File: config.mk
export PLATFORM = sky130hd
export DESIGN_NAME = crc_byte_feeder_flat
export DESIGN_NICKNAME = d
export VERILOG_FILES = /design/src/rtl/crc_byte_feeder_pkg.sv /design/src/rtl/crc_byte_feeder_if.sv /design/src/rtl/crc_feed_fifo.sv /design/src/rtl/crc_byte_feeder.sv /design/src/flat_wrapper.sv
export SDC_FILE = /design/constraint.sdc
export NUM_CORES = 1
export LEC_CHECK = 0
export ABC_CLOCK_PERIOD_IN_PS = 6900
export CORE_AREA = 3 3 83 124
export CTS_BUF_LIST = sky130_fd_sc_hd__clkbuf_8
export DETAILED_ROUTE_END_ITERATION = 12
export DIE_AREA = 0 0 86 127
export HOLD_SLACK_MARGIN = 0.05
export PLACE_DENSITY = 0.69
export SLEW_MARGIN = 20
export SYNTH_ARGS = -nofsm -noshare
export SYNTH_HDL_FRONTEND = slang
export SYNTH_SLANG_ARGS = --single-unit
File: constraint.sdc
create_clock -name clk -period 6.9 [get_ports clk]
set_input_delay 1.38 -clock clk [delete_from_list [all_inputs] [get_ports clk]]
set_output_delay 1.38 -clock clk [all_outputs]
set_load 0.02 [all_outputs]
File: src/rtl/crc_byte_feeder_pkg.sv
// Shared definitions for the CRC byte feeder: register map, CTRL bit positions
// and the frame FSM state encoding.
package crc_feeder_pkg;

  localparam logic [3:0] ADDR_CTRL      = 4'h0;
  localparam logic [3:0] ADDR_DATA      = 4'h1;
  localparam logic [3:0] ADDR_LEN_LO    = 4'h2;
  localparam logic [3:0] ADDR_LEN_HI    = 4'h3;
  localparam logic [3:0] ADDR_STATUS    = 4'h4;
  localparam logic [3:0] ADDR_LEVEL     = 4'h5;
  localparam logic [3:0] ADDR_REMAIN_LO = 4'h6;
  localparam logic [3:0] ADDR_REMAIN_HI = 4'h7;

  localparam int CTRL_START     = 0;
  localparam int CTRL_ABORT     = 1;
  localparam int CTRL_CLR_FLAGS = 2;

  typedef enum logic [1:0] {
    IDLE   = 2'd0,
    CLEAR  = 2'd1,
    STREAM = 2'd2,
    DONE   = 2'd3
  } feeder_state_t;

endpackage

File: src/rtl/crc_byte_feeder_if.sv
// Register bus from the core plus the byte stream toward the CRC engine.
// The feeder is the slave; the core/engine side is the master.
interface crc_byte_feeder_if;

  logic [3:0] address;
  logic       data_write;
  logic [7:0] data_in;
  logic [7:0] data_out;
  logic       crc_clear;
  logic       crc_byte_valid;
  logic [7:0] crc_byte;
  logic       crc_byte_ready;
  logic       done_irq;

  modport master (
    output address, data_write, data_in, crc_byte_ready,
    input  data_out, crc_clear, crc_byte_valid, crc_byte, done_irq
  );

  modport slave (
    input  address, data_write, data_in, crc_byte_ready,
    output data_out, crc_clear, crc_byte_valid, crc_byte, done_irq
  );

endinterface

File: src/rtl/crc_feed_fifo.sv
// Small byte FIFO between core register writes and the CRC engine.
// Callers only assert push when there is room (or a pop in the same cycle) and pop when non-empty.
module crc_feed_fifo #(
  parameter int DEPTH = 4
) (
  input  logic                     clk,
  input  logic                     rst,
  input  logic                     push,
  input  logic                     pop,
  input  logic                     flush,
  input  logic [7:0]               push_data,
  output logic [7:0]               head,
  output logic [$clog2(DEPTH):0]   level,
  output logic                     full,
  output logic                     empty
);

  localparam int AW = $clog2(DEPTH);
  localparam logic [AW-1:0] PTR_ONE = AW'(1);
  localparam logic [AW:0]   LVL_ONE = (AW + 1)'(1);
  localparam logic [AW:0]   LVL_MAX = (AW + 1)'(DEPTH);

  logic [7:0]    mem [DEPTH];
  logic [AW-1:0] rd_ptr;
  logic [AW-1:0] wr_ptr;

  assign full  = (level == LVL_MAX);
  assign empty = (level == '0);
  assign head  = empty ? 8'h00 : mem[rd_ptr];

  always_ff @(posedge clk) begin
    if (push) begin
      mem[wr_ptr] <= push_data;
    end
  end

  // Pointers wrap naturally because DEPTH is a power of two.
  always_ff @(posedge clk or posedge rst) begin
    if (rst) begin
      rd_ptr <= '0;
      wr_ptr <= '0;
      level  <= '0;
    end else if (flush) begin
      rd_ptr <= '0;
      wr_ptr <= '0;
      level  <= '0;
    end else begin
      if (push) wr_ptr <= wr_ptr + PTR_ONE;
      if (pop)  rd_ptr <= rd_ptr + PTR_ONE;
      if (push && !pop) begin
        level <= level + LVL_ONE;
      end else if (pop && !push) begin
        level <= level - LVL_ONE;
      end
    end
  end

endmodule

File: src/rtl/crc_byte_feeder.sv
// Frame sequencer: buffers core-written bytes, clears the CRC engine, then streams
// exactly LEN bytes over valid/ready and raises a sticky DONE flag.
module crc_byte_feeder #(
  parameter int FIFO_DEPTH = 4,
  parameter int LEN_W      = 16
) (
  input  logic              clk,
  input  logic              rst,
  crc_byte_feeder_if.slave  bus
);

  import crc_feeder_pkg::*;

  localparam int LVL_W = $clog2(FIFO_DEPTH) + 1;
  localparam logic [LEN_W-1:0] LEN_ONE = LEN_W'(1);

  feeder_state_t    state;
  feeder_state_t    state_next;
  logic [LEN_W-1:0] len;
  logic [LEN_W-1:0] remain;
  logic             done_flag;
  logic             ovf_flag;

  logic             wr_ctrl;
  logic             start_req;
  logic             abort_req;
  logic             clr_req;
  logic             push_req;
  logic             start_go;
  logic             push_ok;
  logic             push_drop;
  logic             xfer;
  logic             enter_done;
  logic             busy;

  logic             fifo_full;
  logic             fifo_empty;
  logic [7:0]       fifo_head;
  logic [LVL_W-1:0] fifo_level;

  assign wr_ctrl   = bus.data_write && (bus.address == ADDR_CTRL);
  assign start_req = wr_ctrl && bus.data_in[CTRL_START];
  assign abort_req = wr_ctrl && bus.data_in[CTRL_ABORT];
  assign clr_req   = wr_ctrl && bus.data_in[CTRL_CLR_FLAGS];
  assign push_req  = bus.data_write && (bus.address == ADDR_DATA);

  assign start_go  = start_req && !abort_req && (state == IDLE);
  assign busy      = (state == CLEAR) || (state == STREAM);

  assign bus.crc_byte_valid = (state == STREAM) && !fifo_empty && (remain != '0);
  assign bus.crc_byte       = fifo_head;
  assign bus.crc_clear      = (state == CLEAR);
  assign bus.done_irq       = done_flag;

  assign xfer      = bus.crc_byte_valid && bus.crc_byte_ready;
  // A full FIFO still takes a byte when the engine drains one on the same edge.
  assign push_ok   = push_req && !abort_req && (!fifo_full || xfer);
  assign push_drop = push_req && !abort_req && fifo_full && !xfer;

  crc_feed_fifo #(
    .DEPTH (FIFO_DEPTH)
  ) u_fifo (
    .clk       (clk),
    .rst       (rst),
    .push      (push_ok),
    .pop       (xfer),
    .flush     (abort_req),
    .push_data (bus.data_in),
    .head      (fifo_head),
    .level     (fifo_level),
    .full      (fifo_full),
    .empty     (fifo_empty)
  );

  always_comb begin
    state_next = state;
    case (state)
      IDLE:    if (start_req) state_next = CLEAR;
      CLEAR:   state_next = (remain != '0) ? STREAM : DONE;
      STREAM:  if (xfer && (remain == LEN_ONE)) state_next = DONE;
      DONE:    state_next = IDLE;
      default: state_next = IDLE;
    endcase
    if (abort_req) begin
      state_next = IDLE;
    end
  end

  assign enter_done = (state_next == DONE) && (state != DONE);

  // REMAIN is only loaded at START so LEN may be reprogrammed during a running frame.
  always_ff @(posedge clk or posedge rst) begin
    if (rst) begin
      state     <= IDLE;
      len       <= '0;
      remain    <= '0;
      done_flag <= 1'b0;
      ovf_flag  <= 1'b0;
    end else begin
      state <= state_next;
      if (bus.data_write && (bus.address == ADDR_LEN_LO)) begin
        len[7:0] <= bus.data_in;
      end
      if (bus.data_write && (bus.address == ADDR_LEN_HI)) begin
        len[LEN_W-1:8] <= bus.data_in[LEN_W-9:0];
      end
      if (abort_req) begin
        remain <= '0;
      end else if (start_go) begin
        remain <= len;
      end else if (xfer) begin
        remain <= remain - LEN_ONE;
      end
      if (enter_done) begin
        done_flag <= 1'b1;
      end else if (clr_req || start_go) begin
        done_flag <= 1'b0;
      end
      if (push_drop) begin
        ovf_flag <= 1'b1;
      end else if (clr_req) begin
        ovf_flag <= 1'b0;
      end
    end
  end

  always_comb begin
    bus.data_out = 8'h00;
    case (bus.address)
      ADDR_STATUS:    bus.data_out = {3'b000, ovf_flag, done_flag, busy, fifo_full, fifo_empty};
      ADDR_LEVEL:     bus.data_out = 8'(fifo_level);
      ADDR_REMAIN_LO: bus.data_out = remain[7:0];
      ADDR_REMAIN_HI: bus.data_out = 8'(remain[LEN_W-1:8]);
      default:        bus.data_out = 8'h00;
    endcase
  end

endmodule

File: src/flat_wrapper.sv
// flat-port wrapper written by rule: the top's interface ports become plain ports
module crc_byte_feeder_flat import crc_feeder_pkg::*;
#(
  parameter int FIFO_DEPTH = 4,
  parameter int LEN_W      = 16
)
  (clk, rst, bus_address, bus_data_write, bus_data_in, bus_crc_byte_ready, bus_data_out, bus_crc_clear, bus_crc_byte_valid, bus_crc_byte, bus_done_irq);
  crc_byte_feeder_if bus_i ();
  input  logic clk;
  input  logic rst;
  input wire logic [$bits(bus_i.address)-1:0] bus_address;
  input wire logic [$bits(bus_i.data_write)-1:0] bus_data_write;
  input wire logic [$bits(bus_i.data_in)-1:0] bus_data_in;
  input wire logic [$bits(bus_i.crc_byte_ready)-1:0] bus_crc_byte_ready;
  output wire logic [$bits(bus_i.data_out)-1:0] bus_data_out;
  output wire logic [$bits(bus_i.crc_clear)-1:0] bus_crc_clear;
  output wire logic [$bits(bus_i.crc_byte_valid)-1:0] bus_crc_byte_valid;
  output wire logic [$bits(bus_i.crc_byte)-1:0] bus_crc_byte;
  output wire logic [$bits(bus_i.done_irq)-1:0] bus_done_irq;
  assign bus_i.address = bus_address;
  assign bus_i.data_write = bus_data_write;
  assign bus_i.data_in = bus_data_in;
  assign bus_i.crc_byte_ready = bus_crc_byte_ready;
  assign bus_data_out = bus_i.data_out;
  assign bus_crc_clear = bus_i.crc_clear;
  assign bus_crc_byte_valid = bus_i.crc_byte_valid;
  assign bus_crc_byte = bus_i.crc_byte;
  assign bus_done_irq = bus_i.done_irq;
  crc_byte_feeder #(.FIFO_DEPTH(FIFO_DEPTH), .LEN_W(LEN_W)) u_core (.clk(clk), .rst(rst), .bus(bus_i));
endmodule
==> impl_metrics.env <==
export IMPL_status="completed"
export IMPL_avgSynthCellArea_um2=12.2
export IMPL_insertion_delay_ps=360
export IMPL_clock_skew_ps=6.27
export IMPL_p_switching_mw=0.638
export IMPL_period_share=0.698
export IMPL_finalSetupTns_ps=0
export IMPL_synthAdderAreaFrac=0.0438
export IMPL_layout_drive_gt1_share=0.156
export IMPL_clk_pin_slew_ps=80
export IMPL_leakage_nw=1.74
export IMPL_critPathKind="in2out"
export IMPL_setup_viol=0
export IMPL_swShare=0.387
export IMPL_r2r_slack_ps=3410
export IMPL_startpoint_type="input port"
export IMPL_synth_mux_area_frac=0.131
export IMPL_powerDensity_nw_per_um2=365
export IMPL_reg2regPathDepth=9
export IMPL_synth_edf_count=32
export IMPL_async_flop_share=0.573
export IMPL_track_usage=0.169
export IMPL_design_area_um2=4510
export IMPL_synth_xor_area_frac=0.0315
export IMPL_cts_tree="built"
export IMPL_grt_pass1_wl_um=14100
export IMPL_start_util=0.418
export IMPL_hp_class="reg2reg"
export IMPL_cts_resized_gates=0
export IMPL_hpwl_um=6420
export IMPL_design_die_area_um2=10900
export IMPL_pre_cts_ws_ps=2080
export IMPL_cts_made_buffers=9
export IMPL_cp_required_ps=5520
export IMPL_reg2reg_to="u_core.u_fifo.level[2]"
export IMPL_grt_overflow_total=0
export IMPL_std_cell_rows=43
export IMPL_cap_viol_max_count=0
export IMPL_arrival_ps=3440
export IMPL_routed_wl_um=8740
export IMPL_layout_min_cycle_time_ps=4820
export IMPL_synth_ff_type="dfrtp_1"
export IMPL_area_growth_pct=15.9
export IMPL_yosysWarnings=0
export IMPL_first_pass_iters=4
export IMPL_postCtsHoldBufs=0
export IMPL_die_height_um=127
export IMPL_place_area_um2=4340
export IMPL_critPathCaptureType="output pin"
export IMPL_clkPwrFrac=0.181
export IMPL_synthSimpleGateAreaFrac=0.169
export IMPL_grt_max_degree=44
export IMPL_grt_setup_unrepaired="no"
export IMPL_antenna_cells=0
export IMPL_cts_htree_levels=3
export IMPL_ys_ff_latch=75
export IMPL_synth_compound_area_frac=0.0756
export IMPL_antenna_found_initial=0
export IMPL_setup_slack_ps=2080
export IMPL_die_w_um=86
export IMPL_timing_rr_start="u_core.remain[4]"
export IMPL_slew_headroom=0.447
export IMPL_drt_initial_drc_count=155
export IMPL_power_mw=1.65
export IMPL_cts_max_path_buffers=2
export IMPL_nets=382
export IMPL_synth_top_family_by_area="simple AND/OR/NAND/NOR gates"
export IMPL_syn_nets=347
export IMPL_grt_pass1_vias=2840
export IMPL_syn_area_um2=3890
export IMPL_port_buffers=34
export IMPL_io_pins=35
export IMPL_timing_hold_violations_final=0
export IMPL_max_clock_freq_mhz=208
export IMPL_cts_setup_buffers=0
export IMPL_combinationalPowerShare=0.393
export IMPL_ant_nets=0
export IMPL_cts_sink_count=75
export IMPL_power_frac_seq=0.426
export IMPL_root_buffer="clkbuf_8"
export IMPL_synthDistinctLibCells=52
export IMPL_slew_viol_final=0
export IMPL_min_delay_start="u_core.len[12]"
export IMPL_route_detailed_drc=0
export IMPL_path_max_fanout=11
export IMPL_core_area_um2=9310
export IMPL_syn_inst=318
export IMPL_holdPathStages=2
export IMPL_internal_power_mw=1.01
export IMPL_worst_slew_pin_slew_ps=825
export IMPL_vdd_ir_drop_max_mv=0.166
export IMPL_place_gp_congestion=0.877
export IMPL_min_to="u_core.remain[12]"
export IMPL_via_count=2675
export IMPL_viasPerCell=5.69
export IMPL_wire_per_inst_um=18.6
export IMPL_synth_seq_area_share=0.524
-- area by class of cell --
cell class,instances,area (um2)
Tap cell,112,140
Sequential cell,75,2040
Clock inverter,7,45.0
Inverter,12,45.0
Fill cell,878,4800
Timing Repair Buffer,36,355
Clock buffer,9,124
Multi-Input combinational cell,219,1760
-- registers in the layout (all words and copies together), names as in the netlist --
| name | cells |
|---|---|
| u_core.ovf_flag | 1 |
| u_core.u_fifo.wr_ptr | 2 |
| u_core.len | 16 |
| u_core.state | 2 |
| u_core.bus.done_irq | 1 |
| u_core.remain | 16 |
| u_core.u_fifo.mem | 32 |
| u_core.u_fifo.level | 3 |
| u_core.u_fifo.rd_ptr | 2 |
-- cell usage after synthesis (all sizes together), types with 6 or more instances --
cell | count | area share
nor2 | 20 | 0.019
nor2b | 12 | 0.019
mux4 | 11 | 0.064
nor4 | 7 | 0.020
a21oi | 13 | 0.018
clkbuf | 7 | 0.0068
nand2 | 22 | 0.021
dfrtp | 43 | 0.28
o21ai | 13 | 0.017
xor2 | 9 | 0.020
mux2i | 6 | 0.015
ha | 12 | 0.039
edfxtp | 32 | 0.25
nand3 | 7 | 0.0090
mux2 | 18 | 0.052
nor3 | 10 | 0.015
inv | 12 | 0.012
-- placed cells by master (no fill, tap or decap), types with 3 or more instances in the layout --
cell type / count
mux2_2: 18
and3_1: 4
nor3_1: 7
or4_1: 4
nand3b_1: 3
xor2_1: 9
clkbuf_8: 9
o21ai_1: 4
and2_1: 5
dfrtp_1: 43
nand3_1: 7
xnor2_1: 5
clkdlybuf4s50_1: 34
edfxtp_1: 32
mux2i_1: 6
ha_1: 12
inv_1: 13
nor2_1: 20
a21oi_1: 12
nor2b_1: 12
nor4_2: 3
nor3_2: 3
nor4_1: 3
a31oi_1: 3
nand2b_1: 5
o21ai_0: 9
a22oi_1: 4
mux4_2: 11
nand2_1: 22
-- worst max path at each step --
stage / from / end / slack (ps) / cells after the start
after global routing: bus_address[0] / bus_data_out[0] / 1990 / 5
after global placement: bus_address[0] / bus_data_out[2] / 2090 / 4
final: bus_address[0] / bus_data_out[0] / 2080 / 5
after floorplan: bus_address[0] / bus_data_out[2] / 3040 / 3
after detailed placement: bus_address[0] / bus_data_out[2] / 2080 / 4
after CTS: bus_address[0] / bus_data_out[2] / 2070 / 4
-- metal layers --
layer,global-route usage,wire [um],up-vias,part of all wire
li1,-,-,1242,-
met1,0.189,3420,1352,0.39
met2,0.294,4650,61,0.53
met3,0.0245,339,20,0.039
met4,0.113,327,0,0.037
met5,0,0,-,0
-- cells by family after synthesis --
kind of cell / count (synthesis)
adders and majority gates: 13
AOI/OAI and AO/OA: 46
muxes: 35
DFF: 75
and+or+nand+nor: 111
buffers and inverters: 24
xor gates and xnor gates: 14
-- critical path, cell delays in order --
cell and delay (ps):
clkdlybuf4s50_1 820, inv_1 240, mux4_2 320, nor2b_1 140, clkdlybuf4s50_1 530
-- power by group through the flow --
| stage | clock network, mW | registers (mW) | logic (mW) |
|---|---|---|---|
| after detailed placement | 0 | 0.710 | 0.647 |
| after global placement | 0 | 0.708 | 0.633 |
| after global routing | 0.319 | 0.720 | 0.711 |
| after CTS | 0.303 | 0.700 | 0.651 |
| final | 0.298 | 0.702 | 0.646 |
| after floorplan | 0 | 0.646 | 0.488 |
-- metrics by stage --
| stage | util | cells | hold slack (ps) |
|---|---|---|---|
| 2_1_floorplan | - | 318 | 446 |
| 6_report | 0.484 | 470 | 485 |
| 3_5_place_dp | 0.466 | 454 | 470 |
| 4_1_cts | 0.484 | 470 | 489 |
| 5_1_grt | 0.484 | 470 | 509 |
| 3_3_place_gp | 0.466 | 454 | 456 |
(Power assumes the default switching activity.)
